[config.mk]
export PLATFORM = sky130hd
export DESIGN_NAME = level_sensor_conditioner
export DESIGN_NICKNAME = d
export VERILOG_FILES = /design/src/rtl/level_sensor_pkg.sv /design/src/rtl/level_sensor_conditioner_debouncer.sv /design/src/rtl/level_sensor_conditioner.sv
export SDC_FILE = /design/constraint.sdc
export NUM_CORES = 1
export LEC_CHECK = 0
export ABC_AREA = 1
export CAP_MARGIN = 20
export CORE_MARGIN = 8
export CORE_UTILIZATION = 58
export DETAILED_ROUTE_END_ITERATION = 10
export GPL_ROUTABILITY_DRIVEN = 1
export HOLD_SLACK_MARGIN = 0.06
export PLACE_DENSITY = 0.78
export SLEW_MARGIN = 20
export SYNTH_ARGS = -nofsm -noshare
export SYNTH_HDL_FRONTEND = slang
export SYNTH_HIERARCHICAL = 1
export SYNTH_SLANG_ARGS = --single-unit
[constraint.sdc]
create_clock -name clock -period 2.9 [get_ports clock]
set_clock_uncertainty 0.2 [all_clocks]
set_input_delay 0.435 -clock clock [delete_from_list [all_inputs] [get_ports clock]]
set_output_delay 0.435 -clock clock [all_outputs]
set_load 0.1 [all_outputs]
[src/rtl/level_sensor_pkg.sv]
// Shared types and constants for the tank level-sensor conditioner.
package level_sensor_pkg;

  typedef enum logic [1:0] {
    INIT    = 2'd0,
    NORMAL  = 2'd1,
    SUSPECT = 2'd2,
    FAULT   = 2'd3
  } cond_state_t;

  // Both switches reported wet: the pump FSM reads this as "both pumps off".
  localparam logic [1:0] SAFE_LEVELS    = 2'b11;
  // Upper wet while lower dry cannot happen physically.
  localparam logic [1:0] INVALID_LEVELS = 2'b10;

  localparam int SENSOR_I = 0;
  localparam int SENSOR_S = 1;

endpackage

[src/rtl/level_sensor_conditioner_debouncer.sv]
// One float switch: two-flop synchroniser followed by a debounce counter.
// In init_mode the debounced bit simply follows the synchroniser and the
// counter measures how long the bit has been stable (saturating).
module sensor_debouncer #(
  parameter int unsigned DEBOUNCE_CYCLES = 16
) (
  input  logic clock,
  input  logic reset,
  input  logic raw,
  input  logic init_mode,
  output logic deb,
  output logic stable
);

  localparam int unsigned CW = $clog2(DEBOUNCE_CYCLES);
  localparam logic [CW-1:0] CNT_LAST = CW'(DEBOUNCE_CYCLES - 1);

  logic          sync_meta;
  logic          sync;
  logic [CW-1:0] cnt;

  // Bring the asynchronous switch into the clock domain.
  always_ff @(posedge clock or posedge reset) begin
    if (reset) begin
      sync_meta <= 1'b0;
      sync      <= 1'b0;
    end else begin
      sync_meta <= raw;
      sync      <= sync_meta;
    end
  end

  // Debounce counter and debounced bit; stability tracking while priming.
  always_ff @(posedge clock or posedge reset) begin
    if (reset) begin
      deb <= 1'b0;
      cnt <= '0;
    end else if (init_mode) begin
      deb <= sync;
      if (sync != deb) begin
        cnt <= '0;
      end else if (cnt != CNT_LAST) begin
        cnt <= cnt + 1'b1;
      end
    end else if (sync == deb) begin
      cnt <= '0;
    end else if (cnt == CNT_LAST) begin
      deb <= sync;
      cnt <= '0;
    end else begin
      cnt <= cnt + 1'b1;
    end
  end

  assign stable = (sync == deb) && (cnt == CNT_LAST);

endmodule

[src/rtl/level_sensor_conditioner.sv]
// Conditions the lower (I) and upper (S) float switches for the pump FSM:
// synchronise, debounce, and latch a fault on a persistent "upper wet,
// lower dry" pattern. Outputs the safe pattern while priming or faulted.
//
// state   | meaning
// INIT    | priming: waiting for both switches to be stable
// NORMAL  | debounced levels passed through
// SUSPECT | invalid pattern seen, timing how long it persists
// FAULT   | invalid pattern persisted; held until fault_clear
module level_sensor_conditioner #(
  parameter int unsigned DEBOUNCE_CYCLES = 16,
  parameter int unsigned FAULT_CYCLES    = 64
) (
  input  logic       clock,
  input  logic       reset,
  input  logic [1:0] raw_sensors,
  input  logic       fault_clear,
  output logic [1:0] level_sensors,
  output logic       sensor_valid,
  output logic       sensor_fault
);

  import level_sensor_pkg::*;

  localparam int unsigned FCW = $clog2(FAULT_CYCLES);
  // The transition edge is the one on which the counter reaches FAULT_CYCLES-1.
  localparam logic [FCW-1:0] FCNT_PRE_LAST = FCW'(FAULT_CYCLES - 2);

  cond_state_t    state, state_next;
  logic [FCW-1:0] fcnt, fcnt_next;
  logic [1:0]     deb;
  logic [1:0]     stable;
  logic           init_mode;

  assign init_mode = (state_next == INIT);

  sensor_debouncer #(.DEBOUNCE_CYCLES(DEBOUNCE_CYCLES)) u_deb_i (
    .clock     (clock),
    .reset     (reset),
    .raw       (raw_sensors[SENSOR_I]),
    .init_mode (init_mode),
    .deb       (deb[SENSOR_I]),
    .stable    (stable[SENSOR_I])
  );

  sensor_debouncer #(.DEBOUNCE_CYCLES(DEBOUNCE_CYCLES)) u_deb_s (
    .clock     (clock),
    .reset     (reset),
    .raw       (raw_sensors[SENSOR_S]),
    .init_mode (init_mode),
    .deb       (deb[SENSOR_S]),
    .stable    (stable[SENSOR_S])
  );

  // State register and fault-persistence counter.
  always_ff @(posedge clock or posedge reset) begin
    if (reset) begin
      state <= INIT;
      fcnt  <= '0;
    end else begin
      state <= state_next;
      fcnt  <= fcnt_next;
    end
  end

  // Next-state logic for priming, suspicion timing and fault latching.
  always_comb begin
    state_next = state;
    fcnt_next  = fcnt;
    case (state)
      INIT: begin
        if (&stable) state_next = NORMAL;
      end
      NORMAL: begin
        if (deb == INVALID_LEVELS) begin
          state_next = SUSPECT;
          fcnt_next  = '0;
        end
      end
      SUSPECT: begin
        fcnt_next = fcnt + 1'b1;
        if (deb != INVALID_LEVELS) begin
          state_next = NORMAL;
        end else if (fcnt == FCNT_PRE_LAST) begin
          state_next = FAULT;
        end
      end
      FAULT: begin
        if (fault_clear && (deb != INVALID_LEVELS)) state_next = NORMAL;
      end
      default: state_next = INIT;
    endcase
  end

  // Registered outputs; the safe pattern is shown unless levels are trusted.
  always_ff @(posedge clock or posedge reset) begin
    if (reset) begin
      level_sensors <= SAFE_LEVELS;
      sensor_valid  <= 1'b0;
      sensor_fault  <= 1'b0;
    end else begin
      sensor_valid  <= (state == NORMAL) || (state == SUSPECT);
      sensor_fault  <= (state == FAULT);
      level_sensors <= ((state == NORMAL) || (state == SUSPECT)) ? deb : SAFE_LEVELS;
    end
  end

endmodule

==> summary.md <==
| Metric | Value |
|---|---|
| Post-Route WL | 2620 µm |
| Antenna violations before repair | 0 |
| Period utilization | 78.9% |
| Flop pwr share | 33.4% |
| Hold Crit Class | flop to flop |
| Tot GR Track Use | 13.1% |
| Avg Cell Area, Syn | 7.90 µm² |
| First-pass GRT wire length | 4640 µm |
| Critical Path RT | 2.92 ns |
| Worst Path Arrival | 2.31 ns |
| Antenna Cells | 0 |
| Reg-to-reg slack, setup | 0.61 ns |
| Commonest non-fill, non-tap cell in the layout | nand2_1 |
| Commonest non-fill, non-tap cells in the layout | nand2_1 (58), inv_1 (34), dfrtp_1 (24) |
| Minimum clock period after layout | 2.29 ns |
| CTS tree | yes |
| Hold depth | 0 |
| Max-slew violation count | 0 |
| Area of the multi-input gates | 721 µm² |
| Maximum fanout along the worst path | 6 |
| Yosys Warn Count | 6 |
| Core area | 2480 µm² |
| Switching part of the total | 51.5% |
| Setup TNS | 0 ns |
| Final core occ | 67.0% |
| H-tree levels | 1 |
| CP max stage delay | 0.42 ns |
| Layout area overhead | 9.49% |
| Placer Congestion | 0.839 |
| Worst Setup Path Type | flop to flop |
| F_max | 437 MHz |
| Max-cap violations | 0 |
| Worst Tran Pin Value | 0.458 ns |
| Final hold vios | 0 |
| Share of cells above drive strength 1 | 18.6% |
| Wire length per cell | 11.2 µm |
| Crit. End Element | flop |
| Rows | 18 |
| Detailed-route vias per instance | 5.03 |
| Die Wd | 67.1 µm |
| Logic pwr share | 56.6% |
| Max Buffers Root-to-Sink | 2 |
| Cell Chain, Critical Path | ha_1 -> nand2_2 -> nor2_4 -> nand2_1 -> inv_1 -> nand2_1 -> a21oi_1 -> inv_1 -> nand2_1 -> nand2_1 -> inv_1 -> inv_1 -> nand2_1 -> nand2_1 -> nand2_2 -> o21ai_1 |
| Switch Pwr | 0.000940 W |
| DRT Pass-1 Iters | 6 |
| Synth Instances | 192 |
| Complex-gate fraction of the synthesized area | 6.68% |
| Status | complete, no violations |
| Startpoint Class | flop |
| P_int | 0.000883 W |
| Crit-path slowest cell | dfrtp_1 |
| Worst R2R End | u_deb_s/cnt[3] |
| Sequential share of the synthesized area | 43.1% |
| # fillers | 200 |
| CTS buffer count | 3 |
| Post-CTS sizing | 0 |
| Layout net count | 218 |
| Post-Synth Simple-Gate Area | 31.9% |
| Clock network fraction of total power | 9.9% |
| Adder-Cell Fraction of Synth Area | 6.60% |
| RSZ-0062 raised after global routing | no |
| Io pins | 9 |
| Synthesized-area fraction occupied by xor and xnor cells | 2.31% |
| Mux contribution to synthesized area | 0% |
| Largest family of logic cells by synthesized area | simple AND/OR/NAND/NOR gates |
| Setup WS pre-CTS | 0.640 ns |
| Power density over the cells | 1100 nW/µm² |
| CTS clock-pin slew for the worst setup and hold paths | 0.13 ns |
| RR Startpoint | u_deb_i/cnt[0] |
| Reg2Reg Depth | 16 |
| Syn nets | 205 |
| Starting Density | 61.2% |
| Vias in the first global route | 1166 |
| Worst slew margin | 69.4% |
| Register area | 653 µm² |
| Setup Buffers After CTS | 0 |
| Seq cells post-synth | 26 |
| Die ar. | 4510 µm² |
| Yosys cell types | 21 |
| Initial DRC count | 96 |
| Final WS setup | 0.611 ns |
| Antenna Violating Nets Remaining | 0 |
| Top post-synthesis cells by area | dfrtp_1 (40%), nand2_1 (14%), inv_1 (8.4%) |
| Peak supply drop | 0.000923 V |
| Synth top area share | 39.6% |
| DRC | 0 |
| Skew-Pair Late Insertion Delay | 0.32 ns |
| Hold buffer count at CTS | 0 |
| IO buf count | 8 |
| WHS Endpoint | u_deb_i/sync |
| P_leak | 0.920 nW |
| Die height | 67.1 µm |
| Clock sink count | 26 |
| Vias | 1177 |
| Overflow left after global routing | 0 |
| CP dominant cell by count | nand2_1 |
| Dominant cell type by area after synthesis | dfrtp_1 |
| Hold path start | u_deb_i/sync_meta |
| Largest net degree at the start of global routing | 15 |
| Setup violations, final | 0 |
| Mapped cell area | 1520 µm² |
| Clock root buffer | clkbuf_4 |
| Post-DP HPWL | 2100 µm |
==> per-stage QoR <==
stage / hold slack, ns / power [W] / instances / area (µm²)
after floorplan: 0.0384 / 0.00145 / 192 / 1520
after global placement: 0.132 / 0.00161 / 230 / 1620
after detailed placement: 0.136 / 0.00165 / 230 / 1620
after CTS: 0.167 / 0.00184 / 234 / 1660
after global routing: 0.178 / 0.00199 / 234 / 1660
final: 0.164 / 0.00182 / 234 / 1660
==> how the worst max path moves through the flow <==
stage / to / slack (ns) / depth (start not counted) / from
after floorplan: u_deb_i/cnt[3] / 0.88 / 16 / u_deb_i/cnt[0]
after global placement: u_deb_s/cnt[3] / 0.69 / 14 / fault_clear
after detailed placement: u_deb_s/cnt[3] / 0.64 / 14 / fault_clear
after CTS: u_deb_s/cnt[3] / 0.62 / 16 / u_deb_i/cnt[0]
after global routing: u_deb_i/cnt[3] / 0.36 / 16 / u_deb_i/cnt[0]
final: u_deb_s/cnt[3] / 0.61 / 16 / u_deb_i/cnt[0]
==> metal layers <==
metal  global-route usage (%)  routed length (µm)  vias up
met5                        0                   0        -
met4                     5.74                  30        0
met3                     2.48                  81        4
met2                     23.9                1330       19
met1                     14.4                1170      545
li1                         -                   -      609
==> layout make-up <==
| cell class | instances | area share, % |
|---|---|---|
| timing repair buffer | 8 | 4.22 |
| clock buffer | 4 | 2.19 |
| tap | 30 | 2.26 |
| multi-input combinational | 128 | 43.4 |
| sequential | 26 | 39.3 |
| inverter | 38 | 8.59 |
==> synthesized netlist by cell type <==
cell	instances
o21ai_0	4
xor2_1	4
o21ai_2	5
inv_1	34
dfstp_2	2
dfrtp_1	24
nand4_1	2
nand3_2	2
nor2_4	2
nor2_2	2
o21ai_1	2
nor2_1	9
nand2_4	3
nand3_1	15
o22ai_1	1
a21oi_4	1
nand2_1	58
ha_1	8
a21oi_1	1
inv_2	4
nand2_2	9
==> state kept, by name (all words and copies together), names as in the netlist, 2 cells and up <==
signal and count:
fcnt 6, level_sensors 2, u_deb_i/cnt 4, state 2
u_deb_s/cnt 4
==> power by group through the flow <==
stage | clock (W) | sequential [W] | combinational (W)
final | 0.000181 | 0.000610 | 0.00103
after global routing | 0.000206 | 0.000625 | 0.00116
after floorplan | 0 | 0.000779 | 0.000672
after detailed placement | 0 | 0.000616 | 0.00103
after CTS | 0.000191 | 0.000608 | 0.00104
after global placement | 0 | 0.000605 | 0.00100
==> logic make-up after synthesis <==
kind of cell             after synthesis
AND/OR/NAND/NOR                      102
buffers and inverters                 38
flip-flops                            26
AO/OA/AOI/OAI                         14
adder cells (fa/ha/maj)                8
XOR/XNOR                               4
==> worst max-delay path: cells and delay by family (launching register included) <==
kind,cells,cell delay [ns]
and+or+nand+nor,9,0.75
adders and majority gates,1,0.24
buffers and inverters,4,0.38
DFF,1,0.42
AOI/OAI and AO/OA,2,0.20
Power figures use the tool's default switching activity.
